<file path="src/rtl/sram_rd_sched.sv">
// Round-robin SRAM read scheduler: packet-locked arbitration over NUM_PORTS requesters, with the
// returned data steered back by a tag pipeline. Optional stall counter under SRAM_RD_SCHED_STAT_EN.
module sram_rd_sched #(
   parameter int unsigned NUM_PORTS = 16,
   parameter int unsigned ADDR_W    = 17,
   parameter int unsigned DATA_W    = 64,
   parameter int unsigned RD_LAT    = 1
) (
   input  logic                        clk,
   input  logic                        rst,
   input  logic [NUM_PORTS-1:0]        req,
   input  logic [ADDR_W*NUM_PORTS-1:0] req_addr,
   input  logic [NUM_PORTS-1:0]        req_last,
   output logic [NUM_PORTS-1:0]        grant,
   output logic                        enb,
   output logic [ADDR_W-1:0]           addrb,
   input  logic [DATA_W-1:0]           doutb,
   output logic [NUM_PORTS-1:0]        rd_vld,
   output logic [DATA_W-1:0]           rd_data,
   output logic                        rd_last
`ifdef SRAM_RD_SCHED_STAT_EN
   ,
   output logic [15:0]                 stall_cnt
`endif
);

   localparam int unsigned PW = (NUM_PORTS > 1) ? $clog2(NUM_PORTS) : 1;

   typedef enum logic {StIdle, StLock} state_e;

   state_e                state_q;
   logic [PW-1:0]         ptr_q;
   logic [PW-1:0]         owner_q;

   logic                  gnt_any;
   logic [PW-1:0]         gnt_idx;
   logic [PW-1:0]         cand;
   logic [PW-1:0]         nxt_ptr;
   logic                  gnt_last;
   logic [ADDR_W-1:0]     gnt_addr;

   logic                  enb_q;
   logic [ADDR_W-1:0]     addrb_q;
   logic [NUM_PORTS-1:0]  iss_vld_q;
   logic                  iss_last_q;
   logic [NUM_PORTS-1:0]  pipe_vld_q  [RD_LAT];
   logic                  pipe_last_q [RD_LAT];
   logic [NUM_PORTS-1:0]  rd_vld_q;
   logic [DATA_W-1:0]     rd_data_q;
   logic                  rd_last_q;

   always_comb begin
      gnt_any = 1'b0;
      gnt_idx = '0;
      cand    = '0;
      if (!rst) begin
         if (state_q == StIdle) begin
            // Scan from the far end so the lowest offset from ptr wins without a break.
            for (int i = NUM_PORTS - 1; i >= 0; i--) begin
               cand = PW'((int'(ptr_q) + i) % NUM_PORTS);
               if (req[cand]) begin
                  gnt_any = 1'b1;
                  gnt_idx = cand;
               end
            end
         end else if (req[owner_q]) begin
            gnt_any = 1'b1;
            gnt_idx = owner_q;
         end
      end
   end

   always_comb begin
      grant    = gnt_any ? (NUM_PORTS'(1) << gnt_idx) : '0;
      gnt_last = req_last[gnt_idx];
      gnt_addr = req_addr[int'(gnt_idx) * ADDR_W +: ADDR_W];
      nxt_ptr  = (int'(gnt_idx) == NUM_PORTS - 1) ? '0 : gnt_idx + PW'(1);
   end

   always_ff @(posedge clk) begin
      if (rst) begin
         state_q <= StIdle;
         ptr_q   <= '0;
         owner_q <= '0;
      end else begin
         unique case (state_q)
            StIdle: begin
               if (gnt_any) begin
                  if (gnt_last) begin
                     ptr_q <= nxt_ptr;
                  end else begin
                     state_q <= StLock;
                     owner_q <= gnt_idx;
                  end
               end
            end
            StLock: begin
               if (gnt_any && gnt_last) begin
                  state_q <= StIdle;
                  ptr_q   <= nxt_ptr;
               end
            end
            default: state_q <= StIdle;
         endcase
      end
   end

   // Issue stage lines up with enb; the tag pipeline then tracks the SRAM latency.
   always_ff @(posedge clk) begin
      if (rst) begin
         enb_q      <= 1'b0;
         addrb_q    <= '0;
         iss_vld_q  <= '0;
         iss_last_q <= 1'b0;
         for (int k = 0; k < RD_LAT; k++) begin
            pipe_vld_q[k]  <= '0;
            pipe_last_q[k] <= 1'b0;
         end
         rd_vld_q   <= '0;
         rd_data_q  <= '0;
         rd_last_q  <= 1'b0;
      end else begin
         enb_q      <= gnt_any;
         if (gnt_any) begin
            addrb_q <= gnt_addr;
         end
         iss_vld_q  <= grant;
         iss_last_q <= gnt_any & gnt_last;
         pipe_vld_q[0]  <= iss_vld_q;
         pipe_last_q[0] <= iss_last_q;
         for (int k = 1; k < RD_LAT; k++) begin
            pipe_vld_q[k]  <= pipe_vld_q[k-1];
            pipe_last_q[k] <= pipe_last_q[k-1];
         end
         rd_vld_q  <= pipe_vld_q[RD_LAT-1];
         rd_last_q <= pipe_last_q[RD_LAT-1];
         if (|pipe_vld_q[RD_LAT-1]) begin
            rd_data_q <= doutb;
         end
      end
   end

   assign enb     = enb_q;
   assign addrb   = addrb_q;
   assign rd_vld  = rd_vld_q;
   assign rd_data = rd_data_q;
   assign rd_last = rd_last_q;

`ifdef SRAM_RD_SCHED_STAT_EN
   logic [15:0] stall_cnt_q;

   always_ff @(posedge clk) begin
      if (rst) begin
         stall_cnt_q <= '0;
      end else if ((|req) && !gnt_any && (stall_cnt_q != 16'hFFFF)) begin
         stall_cnt_q <= stall_cnt_q + 16'd1;
      end
   end

   assign stall_cnt = stall_cnt_q;
`endif

endmodule

</file>
<file path="config.mk">
export PLATFORM = sky130hd
export DESIGN_NAME = sram_rd_sched
export DESIGN_NICKNAME = d
export VERILOG_FILES = /design/src/rtl/sram_rd_sched.sv
export SDC_FILE = /design/constraint.sdc
export NUM_CORES = 1
export LEC_CHECK = 0
export CORE_AREA = 2 2 186 188
export DETAILED_ROUTE_END_ITERATION = 10
export DIE_AREA = 0 0 188 190
export PLACE_DENSITY_LB_ADDON = 0.25
export REMOVE_ABC_BUFFERS = 1
export SETUP_SLACK_MARGIN = 0.3
export SLEW_MARGIN = 0
export SYNTH_ARGS = -nofsm -noshare
export SYNTH_HDL_FRONTEND = slang
export SYNTH_SLANG_ARGS = --single-unit
</file>
<file path="constraint.sdc">
create_clock -name clk -period 5.7 [get_ports clk]
set_input_delay 1.425 -clock clk [delete_from_list [all_inputs] [get_ports clk]]
set_output_delay 1.425 -clock clk [all_outputs]
set_load 0.01 [all_outputs]
</file>
==> results by group, run 1 <==
Clock tree
  • Clock sink count: roughly 140
  • Inserted Clock Buffers: 17
  • CTS Root Buffer Type: clkbuf_16
  • CTS H-tree depth: 4
  • CTS tree: yes
  • Clock Tree Buf Depth: 2
  • Clock Pin Slew Worst Setup and Hold Paths: about 0.06 ns
  • CTS Hold Bufs: 0
  • Worst-Skew Late Latency: 0.43 ns

Min path
  • Hold Path Class: reg -> reg

Place
  • Input/output buffers: between 400 and 500
  • Gpl congestion: roughly 0.98
  • Detailed placement HPWL: ~40000 um
  • Post-Place Worst Slack: -1.53 ns
  • Placed Instances: roughly 2300

Die
  • Row count: between 60 and 70
  • Core area: 0.0339 sq mm
  • Die area: approximately 0.036 sq mm
  • Overall die height: 190 um
  • Top Ports: between 400 and 500
  • Initial Utilization: just under 30%
  • DIE WIDTH: 188 um

Setup path
  • CP startpoint kind: input pin
  • Reg2reg setup slack: -0.04 ns
  • WP data arrival: between 4 and 5 ns
  • Kind of critical path: in -> out
  • Worst-path fanout max: 7
  • Crit end category: output pin
  • Critical Path RT: around 4.3 ns

STA
  • Achievable frequency: 170 MHz
  • Setup TNS: -2.91 ns
  • Fin. max-slew vios: 0
  • Max_slew headroom: ~48%
  • Hold Fails Final Rpt: 0
  • Unrepaired setup endpoints after global routing: yes
  • Crit share post-route: 103%
  • Slew at the pin closest to its max-slew limit: between 0.7 and 0.8 ns
  • Final hold slack: 0.433 ns
  • Final setup vio count: 29
  • Worst setup margin: -0.170 ns
  • Fin Clk Skew: 0.0250 ns
  • Fin crit period: 5.87 ns

Synthesis
  • Synth warn: 0
  • Asr flop ratio synth: 0%
  • Synth cell types: 84
  • Synth Cell Area: roughly 0.010 sq mm
  • Seq/Total Area, Yosys: between 20 and 30%
  • EDFF count, synth: 0
  • Mean Syn Cell Area: between 8 and 9 sq um
  • Synth Instances: ~1200
  • Synth Register Bits: roughly 140
  • Top_reg_cell synth: dfxtp_1

Detailed routing
  • DR vias/cell: between 5 and 6
  • Number of detailed-route iterations in the first pass: 5
  • DR DRC count: 0
  • Starting DRT DRC Count: 615
  • Vias: around 12000
  • Routed Antenna Nets: 0
  • Final WL: about 50000 um
  • Routed wire per std cell: ~22 um

Power
  • Pwr dens: approximately 650 mW/mm^2
  • Max IR drop VDD: 0.469 mV
  • Net Sw Frac: between 40% and 50%
  • Leak: slightly above 0.007 uW
  • Comb power frac: between 70% and 80%
  • NetSw: about 5600 uW
  • Sequential power share: a little under an eighth
  • Cell Int Power: 6510 uW
  • Power share of the clock group: 9.2%

Global routing
  • Tot GR Track Use: between 20% and 30%
  • Largest net degree at the start of global routing: between 70 and 80
  • Initial antenna violation count: 1
  • First-pass GRT wire length: 73800 um
  • Vias in the first global route: 11900
  • Total gr overflow: 0

Run
  • Max_cap viols: 0

Run status
  • Status: finished, violations left
  • Failing checks: setup timing

Final layout
  • Post-layout util: a little over half
  • Layout Cells excl Fill: 2368
  • Share of post-route cells with drive strength above 1: 27.3%
  • Area delta synth->final: 84.7%
  • Nets: between 2000 and 2500
-- critical path: stages --
cell	delay, ns
buf_4	0.14
mux4_2	0.45
mux2_4	0.30
mux2i_4	0.20
buf_6	0.14
nand3_4	0.08
o311ai_4	0.32
nor4_4	0.08
nor4_4	0.33
or3_4	0.21
nand2b_4	0.07
inv_4	0.07
buf_6	0.10
ha_4	0.12
buf_6	0.13
and3_4	0.19
buf_6	0.09
-- routing by layer --
layer,global-route usage (%),vias up,part of all wire (%)
met5,0,-,0
met4,9.69,0,3.3
met3,6.20,73,7.8
met2,47.4,573,49
met1,32.9,5831,40
li1,-,5804,-
-- area by class of cell --
type / count / area, sq um
fill: 3172 / 15500
multi-input combinational: 982 / 7310
timing repair buffer: 743 / 7110
sequential: 142 / 2850
tap: 455 / 569
clock buffer: 19 / 443
clock inverter: 12 / 138
inverter: 14 / 67.6
antenna: 1 / 2.50
-- path summary, 6_finish.rpt --
kind,from,to,cells after the start
hold reg to reg,iss_vld_q[9],pipe_vld_q[0][9],1
setup reg to reg,ptr_q[1],ptr_q[1],33
hold / removal,iss_vld_q[9],pipe_vld_q[0][9],1
setup / recovery,req[1],grant[14],17
-- what timing repair did --
item	4_1_cts	5_1_grt
pin swaps	53	35
gates resized for setup	334	61
setup endpoints to repair	43	43
buffers inserted	60	5
cloned	0	0
-- Yosys cell counts (all sizes together), types with 3 or more instances --
library cell / instances / area [sq um]
a2111oi: 3 / 32.5
o22ai: 8 / 50.1
a311o: 4 / 40.0
nor4: 8 / 50.1
a221oi: 6 / 58.8
a22oi: 35 / 263
nor2b: 52 / 325
mux2i: 75 / 763
a21oi: 112 / 561
nand4: 3 / 18.8
nor2: 65 / 244
clkbuf: 55 / 206
and3: 12 / 75.1
xor2: 4 / 61.3
o22a: 4 / 35.0
mux4: 30 / 676
a31oi: 20 / 125
mux2: 51 / 586
nor3: 18 / 100
nand3: 39 / 195
nand2: 250 / 948
xnor2: 8 / 77.6
a21boi: 6 / 45.0
ha: 13 / 163
a211oi: 22 / 165
a32oi: 9 / 78.8
a21o: 3 / 22.5
inv: 12 / 45.0
o21a: 4 / 37.5
o311ai: 9 / 78.8
and2: 16 / 100
buf: 43 / 262
o21ai: 42 / 210
nand2b: 12 / 85.1
dfxtp: 142 / 2840
o211ai: 10 / 80.1
-- sequential cells by signal, summed over array words and instances (netlist names), 4 cells and up, named ones only --
| name | cells |
|---|---|
| addrb | 17 |
| ptr_q | 4 |
| rd_data | 64 |
| pipe_vld_q | 16 |
| owner_q | 4 |
| iss_vld_q | 16 |
| rd_vld | 16 |
-- stage by stage --
step,instance area [sq um],power (uW)
finish,18500,12100
global route,18500,12800
CTS,18200,11600
detailed placement,16500,9460
global placement,16500,9490
floorplan,9540,5560
-- power by group through the flow --
stage / clock network (uW) / registers [uW] / logic, uW
finish: 1110 / 1430 / 9520
global route: 1180 / 1470 / 10100
detailed placement: 0 / 1450 / 8010
CTS: 1140 / 1430 / 9070
global placement: 0 / 1440 / 8050
floorplan: 0 / 1610 / 3950
-- placed cells by master, fill, tap and decap left out, drive strengths merged, types with 39 or more instances in the layout --
master / count
a21oi: 112
mux2i: 75
nor2b: 52
nor2: 65
nand2: 250
mux2: 51
o21ai: 42
nand3: 39
buf: 292
dfxtp: 142
clkdlybuf4s50: 451
-- cell families after synthesis --
group / Yosys count / share of synthesized area (%)
adders and majority gates: 13 / 1.63
muxes: 156 / 20.2
buffers and inverters: 112 / 5.21
AOI/OAI and AO/OA: 318 / 21.1
DFF: 142 / 28.4
and+or+nand+nor: 483 / 22.0
xor gates and xnor gates: 12 / 1.39
(Power assumes the default switching activity.)
==> inputs of run 2 (changes only) <==
--- a/config.mk
+++ b/config.mk
@@ -9,4 +9,5 @@
 export DETAILED_ROUTE_END_ITERATION = 10
 export DIE_AREA = 0 0 188 190
+export GPL_TIMING_DRIVEN = 0
 export PLACE_DENSITY_LB_ADDON = 0.25
 export REMOVE_ABC_BUFFERS = 1
==> constraint.sdc (replaced) <==
create_clock -name clk -period 5.7 [get_ports clk]
set_input_delay 0.855 -clock clk [delete_from_list [all_inputs] [get_ports clk]]
set_output_delay 0.855 -clock clk [all_outputs]
set_load 0.01 [all_outputs]
==> results by group, run 2 (synthesis results as in run 1) <==
STA
  • Final setup vio count: 0
  • Fin Clk Skew: 0.0149 ns
  • Max_slew headroom: between 30 and 40%
  • Setup TNS: 0 ns
  • Achievable frequency: 185 MHz
  • Fin. max-slew vios: 0
  • Slew at the pin closest to its max-slew limit: approximately 0.91 ns
  • Crit share post-route: 94.6%
  • Hold Fails Final Rpt: 0
  • Unrepaired setup endpoints after global routing: yes
  • Fin crit period: approximately 5.4 ns

Global routing
  • First-pass GRT wire length: roughly 75000 um
  • Largest net degree at the start of global routing: 79
  • Tot GR Track Use: between 20 and 30%
  • Total gr overflow: 0
  • Initial antenna violation count: 4
  • Vias in the first global route: about 11000

Setup path
  • CP max stage cell: mux4_2
  • Worst-path fanout max: 7
  • Kind of critical path: reg -> out
  • Crit path buffers/inverters: 5
  • Critical Path RT: between 4 and 5 ns
  • Crit end category: output pin
  • Worst path cell trace: buf_12 > clkinvlp_4 > ha_4 > buf_6 > mux2_4 > mux2_4 > mux4_2 > nand3_2 > o311ai_4 > nor4_4 > nor4_4 > or3_4 > nand2b_4 > inv_2 > ha_4 > ha_2 > and2_1 > buf_2
  • Max incr delay on CP: about 0.50 ns
  • Delay-heaviest family, CP: simple AND/OR/NAND/NOR gates
  • WP data arrival: between 4 and 5 ns
  • CP startpoint kind: register

Place
  • Placed Instances: about 2100
  • Gpl congestion: 0.936
  • Cell Area, Placed: between 0.015 and 0.02 sq mm
  • Detailed placement HPWL: 36500 um
  • Input/output buffers: 484

Detailed routing
  • Starting DRT DRC Count: approximately 770
  • Vias: approximately 12000
  • DR DRC count: 0
  • Number of detailed-route iterations in the first pass: 7
  • Final WL: ~53000 um
  • Routed wire per std cell: approximately 24 um
  • Routed Antenna Nets: 0
  • DR vias/cell: about 5.4

Power
  • Leak: 0.00634 uW
  • Max IR drop VDD: 0.310 mV
  • Pwr dens: 650 mW/mm^2

Clock tree
  • CTS H-tree depth: 4
  • CTS Root Buffer Type: clkbuf_16
  • Clock Pin Slew Worst Setup and Hold Paths: 0.07 ns
  • CTS Hold Bufs: 0
  • CTS tree: yes
  • Worst-Skew Late Latency: roughly 0.43 ns
  • Clock Tree Buf Depth: 2
  • Inserted Clock Buffers: 17
  • Clock sink count: approximately 140

Final layout
  • Share of post-route cells with drive strength above 1: between 15 and 20%
  • Post-layout util: between 50% and 60%
  • Most frequent cells in the layout: clkdlybuf4s50_1 (451), nand2_1 (248), dfxtp_1 (138)
  • Design area: around 0.017 sq mm
  • Layout Cells excl Fill: 2216
  • Nets: 2128
  • Most common cell after layout, fill and taps aside: clkdlybuf4s50_1
  • Number of flip-flops in the largest register: between 60 and 70
  • Area delta synth->final: 71.4%

Die
  • DIE WIDTH: ~190 um
  • Overall die height: 190 um
  • Core area: roughly 0.034 sq mm
  • Row count: 68
  • Initial Utilization: approximately 29%
  • Top Ports: about 490
  • Die area: 0.0357 sq mm

Min path
  • Hold Path Class: reg -> reg

Run
  • Max_cap viols: 0

Run status
  • Status: finished, final reports clean
==> run 2: worst paths after layout <==
| check | startpoint | to | slack (ns) | depth (start not counted) |
|---|---|---|---|---|
| worst max-delay path | ptr_q[0] | grant[11] | 0.31 | 18 |
| worst min-delay path | iss_vld_q[8] | pipe_vld_q[0][8] | 0.44 | 1 |
| worst max register to register | ptr_q[0] | addrb[11] | 0.41 | 22 |
| worst min register to register | iss_vld_q[8] | pipe_vld_q[0][8] | 0.44 | 1 |
==> run 2: report_power, final <==
group	leakage [uW]	total, uW	internal [uW]	switching (uW)
registers	0.00116	1480	1280	204
clock network	0.000278	1110	582	530
logic	0.00490	8540	3660	4880
total	0.00634	11100	5520	5610
==> run 2: worst register-to-register path: stages (launching register included) <==
cell,delay [ns]
dfxtp_4,0.37
buf_12,0.11
clkinvlp_4,0.10
ha_4,0.39
mux4_2,0.59
buf_4,0.18
o22ai_2,0.19
a221oi_4,0.09
or3_4,0.39
a2111oi_2,0.28
a211oi_2,0.16
a21oi_4,0.21
buf_16,0.14
nand2b_4,0.06
buf_12,0.17
inv_16,0.11
buf_16,0.10
buf_4,0.18
buf_4,0.23
mux2i_1,0.22
nor2_1,0.06
o311ai_0,0.71
nand3_1,0.13
==> run 2: what timing repair did <==
item,4_1_cts,5_1_grt
pin swaps,16,13
gates resized for setup,138,42
setup endpoints to repair,60,23
cloned,10,1
setup buffers,58,18
==> run 2: layout make-up <==
cell class              count  area [sq um]
fillers                  3257         16800
multi-input cells         987          7160
repair buffers            581          5830
flip-flops and latches    142          2860
well taps                 455           569
clock buffers              17           425
clock inverters            15           150
inverters                  14           113
repair inverters            2          32.5
diodes                      3          7.51
==> run 2: metrics by stage <==
step                      total power, uW  hold slack [ns]  setup slack, ns
after CTS                           10800            0.438            0.305
after global placement               8220            0.416           -14.60
after global routing                11700            0.455            0.213
after detailed placement             8430            0.422            -3.64
final                               11100            0.435            0.306
after floorplan                      5560            0.414            -5.81
==> run 2: metal layers <==
metal / wire length [um] / global-route usage, % / up-vias
li1: - / - / 5523
met1: 21000 / 34.0 / 5656
met2: 25200 / 48.0 / 615
met3: 4020 / 5.22 / 116
met4: 2410 / 13.7 / 2
met5: 12 / 0 / -
==> inputs of run 3 (changes only) <==
Settings changed: REMOVE_ABC_BUFFERS 1 to default.
==> results by group, run 3 (synthesis results as in run 1) <==
Global routing
  • Initial antenna violation count: 4
  • First-pass GRT wire length: 78500 um
  • Largest net degree at the start of global routing: 17
  • Vias in the first global route: about 12000
  • Tot GR Track Use: between 20% and 30%
  • Total gr overflow: 0

Final layout
  • Share of post-route cells with drive strength above 1: between 10% and 20%
  • Most frequent cells in the layout: clkdlybuf4s50_1 (451), nand2_1 (246), dfxtp_1 (140)
  • Area delta synth->final: 74.8%
  • Number of flip-flops in the largest register: between 60 and 70
  • Nets: approximately 2200
  • Layout Cells excl Fill: 2284
  • Most common cell after layout, fill and taps aside: clkdlybuf4s50_1

Power
  • Max IR drop VDD: ~0.27 mV
  • Pwr dens: ~640 mW/mm^2
  • Leak: roughly 0.0065 uW

STA
  • Crit share post-route: between 90% and 100%
  • Slew at the pin closest to its max-slew limit: around 0.82 ns
  • Achievable frequency: roughly 180 MHz
  • Final setup vio count: 0
  • Max_slew headroom: a little under half
  • Unrepaired setup endpoints after global routing: yes
  • Hold Fails Final Rpt: 0
  • Fin. max-slew vios: 0
  • Fin Clk Skew: ~0.02 ns
  • Setup TNS: 0 ns
  • Fin crit period: between 5 and 6 ns

Setup path
  • CP startpoint kind: register
  • Worst-path fanout max: 8
  • Critical Path RT: 4.85 ns
  • Kind of critical path: reg -> out
  • Crit end category: output pin
  • WP data arrival: about 4.7 ns

Clock tree
  • Clock Tree Buf Depth: 2
  • Clock sink count: between 100 and 150
  • CTS Root Buffer Type: clkbuf_16
  • CTS Hold Bufs: 0
  • CTS tree: yes
  • Inserted Clock Buffers: 17
  • CTS H-tree depth: 4
  • Clock Pin Slew Worst Setup and Hold Paths: 0.07 ns
  • Worst-Skew Late Latency: approximately 0.42 ns

Run
  • Max_cap viols: 0

Die
  • DIE WIDTH: 188 um
  • Die area: around 0.036 sq mm
  • Row count: between 60 and 70
  • Core area: approximately 0.034 sq mm
  • Top Ports: between 400 and 500
  • Initial Utilization: slightly below 30%
  • Overall die height: about 190 um

Detailed routing
  • DR DRC count: 0
  • Routed wire per std cell: 23.8 um
  • WL met3: 3770 um
  • Metal-1 WL: 23000 um
  • Routed Antenna Nets: 0
  • Starting DRT DRC Count: ~780
  • Number of detailed-route iterations in the first pass: 5
  • Final WL: 54400 um
  • DR vias/cell: approximately 5.3
  • Routed met2 length: ~26000 um
  • Highest metal used: met5
  • Vias: between 10000 and 15000

Synthesis
  • Syn nets: between 1500 and 2000

Place
  • Gpl congestion: ~0.96
  • Placed Instances: roughly 2200
  • Input/output buffers: 483
  • Detailed placement HPWL: about 44000 um

Run status
  • Status: finished, final reports clean

Min path
  • Hold Path Class: reg -> reg
[run 3: cell count changes in the layout (fill, tap and decap cells not counted), sizes merged, moves of 2 or more]
cell,previous run,this run
nand2,252,250
dlygate4sd2,18,16
clkinv,9,5
buf,97,130
bufbuf,4,0
inv,18,21
clkbuf,28,75
[run 3: worst max-delay path, stage by stage (launching register included)]
cell,delay [ns]
dfxtp_2,0.34
buf_6,0.11
buf_12,0.10
buf_12,0.09
clkinvlp_4,0.09
ha_4,0.28
buf_12,0.14
mux4_2,0.61
o22ai_4,0.23
a221oi_4,0.07
or3_4,0.42
a2111oi_4,0.37
a211oi_2,0.13
a21oi_2,0.21
nand2b_1,0.13
inv_2,0.09
buf_6,0.11
buf_12,0.09
buf_12,0.10
buf_12,0.12
ha_4,0.15
and2_4,0.14
buf_6,0.10
[run 3: area by class of cell]
type	instances	area (sq um)
inverter	14	76.3
fill	3205	16500
sequential	142	2850
buffer	98	782
multi-input combinational	982	7220
clock inverter	15	143
antenna	3	7.51
tap	455	569
clock buffer	17	425
timing repair buffer	558	5420
[run 3: what timing repair did]
item / in CTS / in global routing
buffers inserted: 60 / 14
gates resized for setup: 259 / 40
pin swaps: 32 / 21
endpoints found under the setup margin: 59 / 24
gates cloned: 0 / 1
[run 3: path summary, 6_finish.rpt]
check / slack [ns] / to / startpoint / cells past startpoint
hold / removal: 0.43 / pipe_vld_q[0][2] / iss_vld_q[2] / 1
setup reg to reg: 0.48 / addrb[9] / ptr_q[0] / 20
setup / recovery: 0.20 / grant[15] / ptr_q[0] / 22
hold reg to reg: 0.43 / pipe_vld_q[0][2] / iss_vld_q[2] / 1
[run 3: through the flow]
stage	hold slack (ns)	setup WS (ns)	utilization (%)	instance area (sq um)	total power, uW
floorplan	0.414	0.308	-	10000	5800
global placement	0.421	-1.90	45.4	15400	8530
detailed placement	0.421	-1.84	45.4	15400	8520
CTS	0.437	0.267	50.6	17200	10900
global route	0.458	0.0492	51.5	17500	11900
finish	0.435	0.197	51.5	17500	11200
[run 3: routing by layer]
metal / vias to the layer above / global-route usage (%)
met3: 76 / 5.24
met1: 5749 / 37.9
met4: 2 / 10.4
met5: - / 0
li1: 5644 / -
met2: 617 / 49.9
[run 3: power by group]
group | switching, uW | internal [uW] | leakage, uW
sequential | 145 | 1270 | 0.00116
combinational | 4890 | 3820 | 0.00504
clock | 516 | 583 | 0.000278
total | 5550 | 5680 | 0.00648
